<file path="src/rtl/pipe_hazard_ctrl.sv">
// pipe_hazard_ctrl
// Pipeline sequencing controller for the 5-stage MIPS core. Each cycle it
// decides whether PC and IF/ID advance and which pipeline registers get a
// bubble. It handles load-use stalls, control transfers resolved in MEM, and
// the halt opcode (6'b111111), which drains the pipe and freezes it.
//
// Optional feature macro: PIPE_PERF_CNT_EN builds the saturating stall and
// flush performance counters. When it is undefined, both outputs are tied to 0.
//
// Parameters:
//   DRAIN_CYCLES     bubble cycles after halt leaves ID before halted asserts
// Ports:
//   clk              system clock, rising edge
//   rst_n            asynchronous active-low reset
//   id_instr         instruction currently in ID
//   ex_memread       MemRead bit of the ID/EX control field
//   ex_rt            destination (rt) of the instruction in EX
//   mem_branch_taken MEM-stage branch resolved taken
//   mem_jump         jump bit of the EX/MEM control field
//   pc_we, ifid_we   PC / IF/ID load enables
//   ifid_flush       load NOP into IF/ID
//   idex_flush       zero the control field entering ID/EX
//   exmem_flush      zero the control field entering EX/MEM
//   halted           pipeline drained and frozen (state decode)
//   stall_cnt        RUN-state load-use stall cycles (saturating)
//   flush_cnt        applied redirect cycles (saturating)
module pipe_hazard_ctrl #(
  parameter int DRAIN_CYCLES = 3
) (
  input  logic        clk,
  input  logic        rst_n,
  input  logic [31:0] id_instr,
  input  logic        ex_memread,
  input  logic [4:0]  ex_rt,
  input  logic        mem_branch_taken,
  input  logic        mem_jump,
  output logic        pc_we,
  output logic        ifid_we,
  output logic        ifid_flush,
  output logic        idex_flush,
  output logic        exmem_flush,
  output logic        halted,
  output logic [15:0] stall_cnt,
  output logic [15:0] flush_cnt
);

  localparam int CW = (DRAIN_CYCLES < 1) ? 1 : $clog2(DRAIN_CYCLES + 1);
  localparam logic [CW-1:0] DRAIN_LOAD = CW'(DRAIN_CYCLES - 1);

  typedef enum logic [1:0] {
    RUN    = 2'd0,
    DRAIN  = 2'd1,
    HALTED = 2'd2
  } state_t;

  state_t          state, next_state;
  logic [CW-1:0]   drain_cnt, next_drain_cnt;

  logic [5:0] opcode;
  logic [4:0] rs, rt;
  logic       use_rs, use_rt, is_halt, load_use, redirect;
  logic       unused_bits;

  assign opcode = id_instr[31:26];
  assign rs     = id_instr[25:21];
  assign rt     = id_instr[20:16];
  assign unused_bits = ^id_instr[15:0];

  assign is_halt = (opcode == 6'b111111);
  assign use_rs  = (opcode != 6'd2) && !is_halt;
  assign use_rt  = (opcode == 6'd0) || (opcode == 6'd4) ||
                   (opcode == 6'd5) || (opcode == 6'd43);

  // ex_rt != 0 also covers "register 0 never creates a hazard".
  assign load_use = ex_memread && (ex_rt != 5'd0) &&
                    ((use_rs && (rs == ex_rt)) || (use_rt && (rt == ex_rt)));
  assign redirect = mem_branch_taken || mem_jump;

  assign halted = (state == HALTED);

  // State and drain counter register.
  always_ff @(posedge clk or negedge rst_n) begin
    if (!rst_n) begin
      state     <= RUN;
      drain_cnt <= {CW{1'b0}};
    end else begin
      state     <= next_state;
      drain_cnt <= next_drain_cnt;
    end
  end

  // Next-state and combinational control decode.
  always_comb begin
    pc_we          = 1'b1;
    ifid_we        = 1'b1;
    ifid_flush     = 1'b0;
    idex_flush     = 1'b0;
    exmem_flush    = 1'b0;
    next_state     = state;
    next_drain_cnt = drain_cnt;
    case (state)
      RUN: begin
        if (redirect) begin
          // Anything in ID is wrong-path, including a halt or a hazard.
          ifid_flush  = 1'b1;
          idex_flush  = 1'b1;
          exmem_flush = 1'b1;
        end else if (load_use) begin
          pc_we      = 1'b0;
          ifid_we    = 1'b0;
          idex_flush = 1'b1;
        end else if (is_halt) begin
          pc_we          = 1'b0;
          ifid_we        = 1'b0;
          idex_flush     = 1'b1;
          next_state     = DRAIN;
          next_drain_cnt = DRAIN_LOAD;
        end else begin
          pc_we   = 1'b1;
          ifid_we = 1'b1;
        end
      end
      DRAIN: begin
        if (redirect) begin
          // The halt was on a mispredicted path: redirect and resume.
          ifid_flush     = 1'b1;
          idex_flush     = 1'b1;
          exmem_flush    = 1'b1;
          next_state     = RUN;
          next_drain_cnt = {CW{1'b0}};
        end else begin
          pc_we      = 1'b0;
          ifid_we    = 1'b0;
          idex_flush = 1'b1;
          if (drain_cnt == {CW{1'b0}}) begin
            next_state = HALTED;
          end else begin
            next_drain_cnt = drain_cnt - {{(CW-1){1'b0}}, 1'b1};
          end
        end
      end
      HALTED: begin
        pc_we      = 1'b0;
        ifid_we    = 1'b0;
        idex_flush = 1'b1;
      end
      default: begin
        pc_we          = 1'b0;
        ifid_we        = 1'b0;
        idex_flush     = 1'b1;
        next_state     = RUN;
        next_drain_cnt = {CW{1'b0}};
      end
    endcase
  end

`ifdef PIPE_PERF_CNT_EN
  logic        stall_ev, flush_ev;
  logic [15:0] stall_r, flush_r;

  // A stall only counts when it is actually applied (redirect has priority).
  assign stall_ev = (state == RUN) && !redirect && load_use;
  assign flush_ev = redirect && ((state == RUN) || (state == DRAIN));

  // Saturating performance counters.
  always_ff @(posedge clk or negedge rst_n) begin
    if (!rst_n) begin
      stall_r <= 16'd0;
      flush_r <= 16'd0;
    end else begin
      if (stall_ev && (stall_r != 16'hFFFF)) begin
        stall_r <= stall_r + 16'd1;
      end
      if (flush_ev && (flush_r != 16'hFFFF)) begin
        flush_r <= flush_r + 16'd1;
      end
    end
  end

  assign stall_cnt = stall_r;
  assign flush_cnt = flush_r;
`else
  assign stall_cnt = 16'd0;
  assign flush_cnt = 16'd0;
`endif

endmodule

</file>
<file path="config.mk">
export PLATFORM = sky130hd
export DESIGN_NAME = pipe_hazard_ctrl
export DESIGN_NICKNAME = d
export VERILOG_FILES = /design/src/rtl/pipe_hazard_ctrl.sv
export SDC_FILE = /design/constraint.sdc
export NUM_CORES = 1
export LEC_CHECK = 0
export ABC_AREA = 1
export BUFFER_PORTS_ARGS = -buffer_cell sky130_fd_sc_hd__buf_2
export CAP_MARGIN = 0
export CORE_UTILIZATION = 38
export DETAILED_ROUTE_END_ITERATION = 16
export HOLD_SLACK_MARGIN = 0.02
export PLACE_DENSITY = 0.86
export SLEW_MARGIN = 10
export SYNTH_ARGS = -nofsm -noshare
export SYNTH_HDL_FRONTEND = slang
export SYNTH_SLANG_ARGS = --single-unit
</file>
<file path="constraint.sdc">
create_clock -name clk -period 2.4 [get_ports clk]
set_clock_uncertainty 0.1 [all_clocks]
set_input_delay 0.48 -clock clk [delete_from_list [all_inputs] [get_ports clk]]
set_output_delay 0.48 -clock clk [all_outputs]
set_load 0.05 [all_outputs]
</file>
* After elaboration in Yosys (flattened, before gate mapping)
Cells that the tools add are included.
Operators by class: add/subtract/negate cells 1, multiplexer cells 22, equal/unequal tests 14, bitwise gates (word level) 1, reduce and logical (&&, ||, !) cells 18
Operators by type and width (number):
- $mux W2 | 10
- $eq A6 B3 Y1 const B | 2
- $eq A6 B6 Y1 const B | 2
- $pmux W2 S3 | 2
- $eq A5 B5 Y1 | 2
- $reduce_and A5 Y1 | 2
- $mux W1 | 9
- $logic_not A6 Y1 | 1
- $ne A2 B2 Y1 const B | 3
- $ne A3 B3 Y1 const B | 2
- $ne A6 B2 Y1 const B | 1
- $logic_and A1 B1 Y1 | 5
- $logic_or A1 B1 Y1 | 5
- $reduce_bool A5 Y1 | 1
- $logic_not A2 Y1 | 2
- $eq A2 B1 Y1 const B | 1
- $eq A2 B2 Y1 const B | 1
- $pmux W1 S2 | 1
- $reduce_or A2 Y1 | 1
- $sub A2 B1 Y2 const B | 1
- $logic_not A1 Y1 | 1
- $not A1 Y1 | 1
Word-level totals: register bits 4, word-level logic and storage cells 58, output and inout bits 38, input port bits 42

* Longest topological paths before layout
depth after elaboration 10, depth in mapped cells 11

* Worst setup path before layout
Ideal clock, no wire load.
path type input to output, start in mem_jump, end out pc_we, cell stages on the path 5, slack -0.175 ns, path buffers 1, arrival time 1.995 ns, cell sequence nor2_2 nor2_1 inv_1 nand2_1 buf_4
Between the ends: word-level cells in the longest chain between the ends 3, elaborated cells between the ends (all ways) 4, those cells by class mux (3); reduce/logical (1)
Ends and longest elaborated chain:
- from (decl) | RTL line 36 | input logic mem_jump,
- $logic_or A1 B1 Y1 (*) | RTL line 77 | assign redirect = mem_branch_taken || mem_jump;
- $mux W1 (on tied branches)
- $pmux W1 S2 (*)
- to (decl) | RTL line 37 | output logic pc_we,
Every way passes the cells marked *; elsewhere a longest branch is shown, timed or not.

* Worst setup path after layout
start in id_instr[27], end out pc_we
Between the ends: word-level cells in the longest chain between the ends 10, elaborated cells between the ends (all ways) 19, those cells by class eq/ne (5); mux (4); reduce/logical (10)
Ends and longest elaborated chain:
- from (decl) | RTL line 32 | input logic [31:0] id_instr,
- $eq A6 B3 Y1 / $logic_not A6 Y1 (equally long branches) | RTL line 71 | assign use_rt = (opcode == 6'd0) || (opcode == 6'd4) ||
- $logic_or A1 B1 Y1 (2 in series) | RTL line 71
- $logic_or A1 B1 Y1 | RTL line 72 | (opcode == 6'd5) || (opcode == 6'd43);
- $logic_and A1 B1 Y1 | RTL line 76 | ((use_rs && (rs == ex_rt)) || (use_rt && (rt == ex_rt)));
- $logic_or A1 B1 Y1 | RTL line 76
- $logic_and A1 B1 Y1 | RTL line 75 | assign load_use = ex_memread && (ex_rt != 5'd0) &&
- $mux W1 (*) | RTL line 108 | end else if (load_use) begin
- $mux W1 (*) | RTL line 103 | if (redirect) begin
- $pmux W1 S2 (*) | RTL line 101 | case (state)
Marked as above.

==> impl_metrics.ini <==
[synthesis]
synth.avg_cell_area_sq_um = 6.24
syn_area_sq_um = 767
syn_inst = 123
yosys_warnings = 0
synth_xor_area_share_pct = 7.99
synth_simple_gate_area_share_pct = 30.2
synthAdderAreaFrac_pct = 1.63
synth_top_family_by_area = buffers and inverters
synthMuxAreaShare_pct = 0
seq_area_frac_synth_pct = 13.1
synth_compound_area_share_pct = 5.06
ys_ff_latch = 4
yosysUniqueCellTypes = 20

[place]
port_buffers = 31
gp_congestion = 0.790
post-place-ws_ns = 0.331
place_hpwl_mm = 1.12

[clock_network]
clkSlewWorstSetupHoldPaths_ns = 0.04
cts_buffers = 3
insertion_delay_ns = 0.23
cts_sinks = 4
post_cts.repair.setup_buffers = 0
cts_htree_levels = 1
cts_root_buf = clkbuf_4
clock_path_buffers = 2
cts_tree = built

[worst_setup_path]
slowest_stage = buf_2
crit_fanout = 3
cpMostUsedCell = nand2_1
cp-startpoint = id_instr[27]
path_cells = buf_2 > nand2_1 > nor2_2 > nand2_2 > nand2_1 > inv_1 > nand3_1 > nand2_1 > nand2_1 > nand2_1 > nand2_1 > buf_2
worst_path_largest_cell_delay_ns = 0.26
worst-path-buf-inv = 3
path_class = input pin to primary output
cpLargestDelayFamily = simple AND/OR/NAND/NOR gates
crit_required_ns = 1.82
critical_path.endpoint_type = primary output
timing.rr.start = state[1]$_DFFE_PN0P_
startpoint_type = input pin
cp.arrival_ns = 1.48

[pwr]
power_leakage_uw = 0.000520
peakVddDrop_mv = 0.196
powerDensity_nw_per_um2 = 371

[grt]
grt_pass1_wl_mm = 1.66
grt_usage_pct = 10.4
antenna_found_initial = 0
grt_max_degree = 5
grt_pass1_vias = 510
grt_overflow = 0

[drt]
drc = 0
viasPerCell = 3.84
drt_iter0_markers = 12
first_pass_iters = 4
wl_per_cell_microns = 6.76
ant_nets = 0
vias = 691
wirelength_mm = 1.22

[timing]
fin_setup_tns_ns = 0
drv_slew = 0
setup_viol = 0
period_share_pct = 85.9
rsz0062_at_grt = false
fmax_mhz = 485
fin_crit_ns = 2.06
setup_ws_ns = 0.339
finalHoldViolCount = 0

[floorplanning]
io_pins = 80
initial_core_util_pct = 42.6
core_region_area_sq_um = 1800
dieArea_sq_um = 2200
rows = 15
die_x_microns = 46.9
fp.dieH_microns = 46.9

[finish]
mostFrequentLayoutCells = conb_1 (32), buf_2 (31), nand2_1 (24), inv_1 (15), nor2_1 (11)
fillers = 201
multi_input_area_sq_um = 467
fin_nets = 200
area_growth_pct = 10.8
drive_gt1_share_pct = 28.4
diodes = 0
seq_area_sq_um = 100
final_common_cell = conb_1

[hold_path]
hp-class = flip-flop to flip-flop
hp-start = state[0]$_DFFE_PN0P_

[outcome]
status = completed

[job]
maxCapViolCount = 0
[cell type report]
| class | count | share of cell area [%] |
|---|---|---|
| Clock buffer | 3 | 2.65 |
| Inverter | 17 | 7.51 |
| Multi-Input combinational cell | 99 | 54.9 |
| Sequential cell | 4 | 11.8 |
| Tap cell | 25 | 3.68 |
| Timing Repair Buffer | 32 | 19.4 |
[stage by stage]
step	hold WS, ns	std cells	util (%)	instance area (sq um)	power [uW]
after floorplan	0.0844	154	-	886	245
after global placement	0.184	176	45.3	817	234
after detailed placement	0.186	176	45.3	817	235
after CTS	0.424	180	47.2	850	319
after global routing	0.472	180	47.2	850	335
final	0.417	180	47.2	850	315
[synth_stat cells]
cell type	count	share of area, %
nand2_2	3	2.4
inv_1	15	7.3
o21ai_0	2	1.3
o32ai_1	1	1.1
nand3b_1	1	0.98
inv_2	2	0.98
nand3_1	7	4.6
nor2_4	1	1.5
ha_1	1	1.6
a21oi_1	1	0.65
buf_4	34	33
xor2_1	3	3.4
o21ai_1	3	2.0
dfrtp_1	4	13
conb_1	1	0.49
nor3_1	1	0.65
xnor2_1	4	4.6
nand2_1	24	12
nor2_1	12	5.9
nor2_2	3	2.4
[repair_timing]
item	in CTS	in global routing
gates resized for setup	0	0
hold endpoints to repair	4	0
hold buffers	1	0
endpoints found under the setup margin	0	0
[sequential cells by signal, indices dropped and copies added (netlist names)]
signal	count
drain_cnt	2
state	2
[report_power, final]
part / internal (uW) / switching (uW)
clock network: 55.6 / 23.1
registers: 67.9 / 0
logic: 30.4 / 138
[routing by layer]
metal / vias up / track usage, % / part of all wire [%] / wire length [microns]
li1: 369 / - / - / -
met4: 0 / 5.14 / 1.1 / 13
met5: - / 0 / 0 / 0
met1: 286 / 8.88 / 37 / 446
met2: 34 / 22.8 / 55 / 669
met3: 2 / 1.15 / 7.2 / 87
[path summary, 6_finish.rpt]
path,to,slack [ns],cells after the start
setup / recovery,pc_we,0.34,12
max in group asynchronous,drain_cnt[1]$_DFFE_PN0P_,1.59,2
hold / removal,state[1]$_DFFE_PN0P_,0.42,1
setup reg to reg,drain_cnt[1]$_DFFE_PN0P_,1.17,8
min in group asynchronous,state[1]$_DFFE_PN0P_,0.49,2
hold reg to reg,state[1]$_DFFE_PN0P_,0.42,1
[logic make-up (layout without fill, tap and decap cells)]
family | Yosys count | in the layout
xor gates and xnor gates | 7 | 7
and+or+nand+nor | 52 | 52
other | 1 | 32
adders and majority gates | 1 | 1
DFF | 4 | 4
buffers and inverters | 51 | 52
AOI/OAI and AO/OA | 7 | 7
Power figures use the tool's default switching activity.
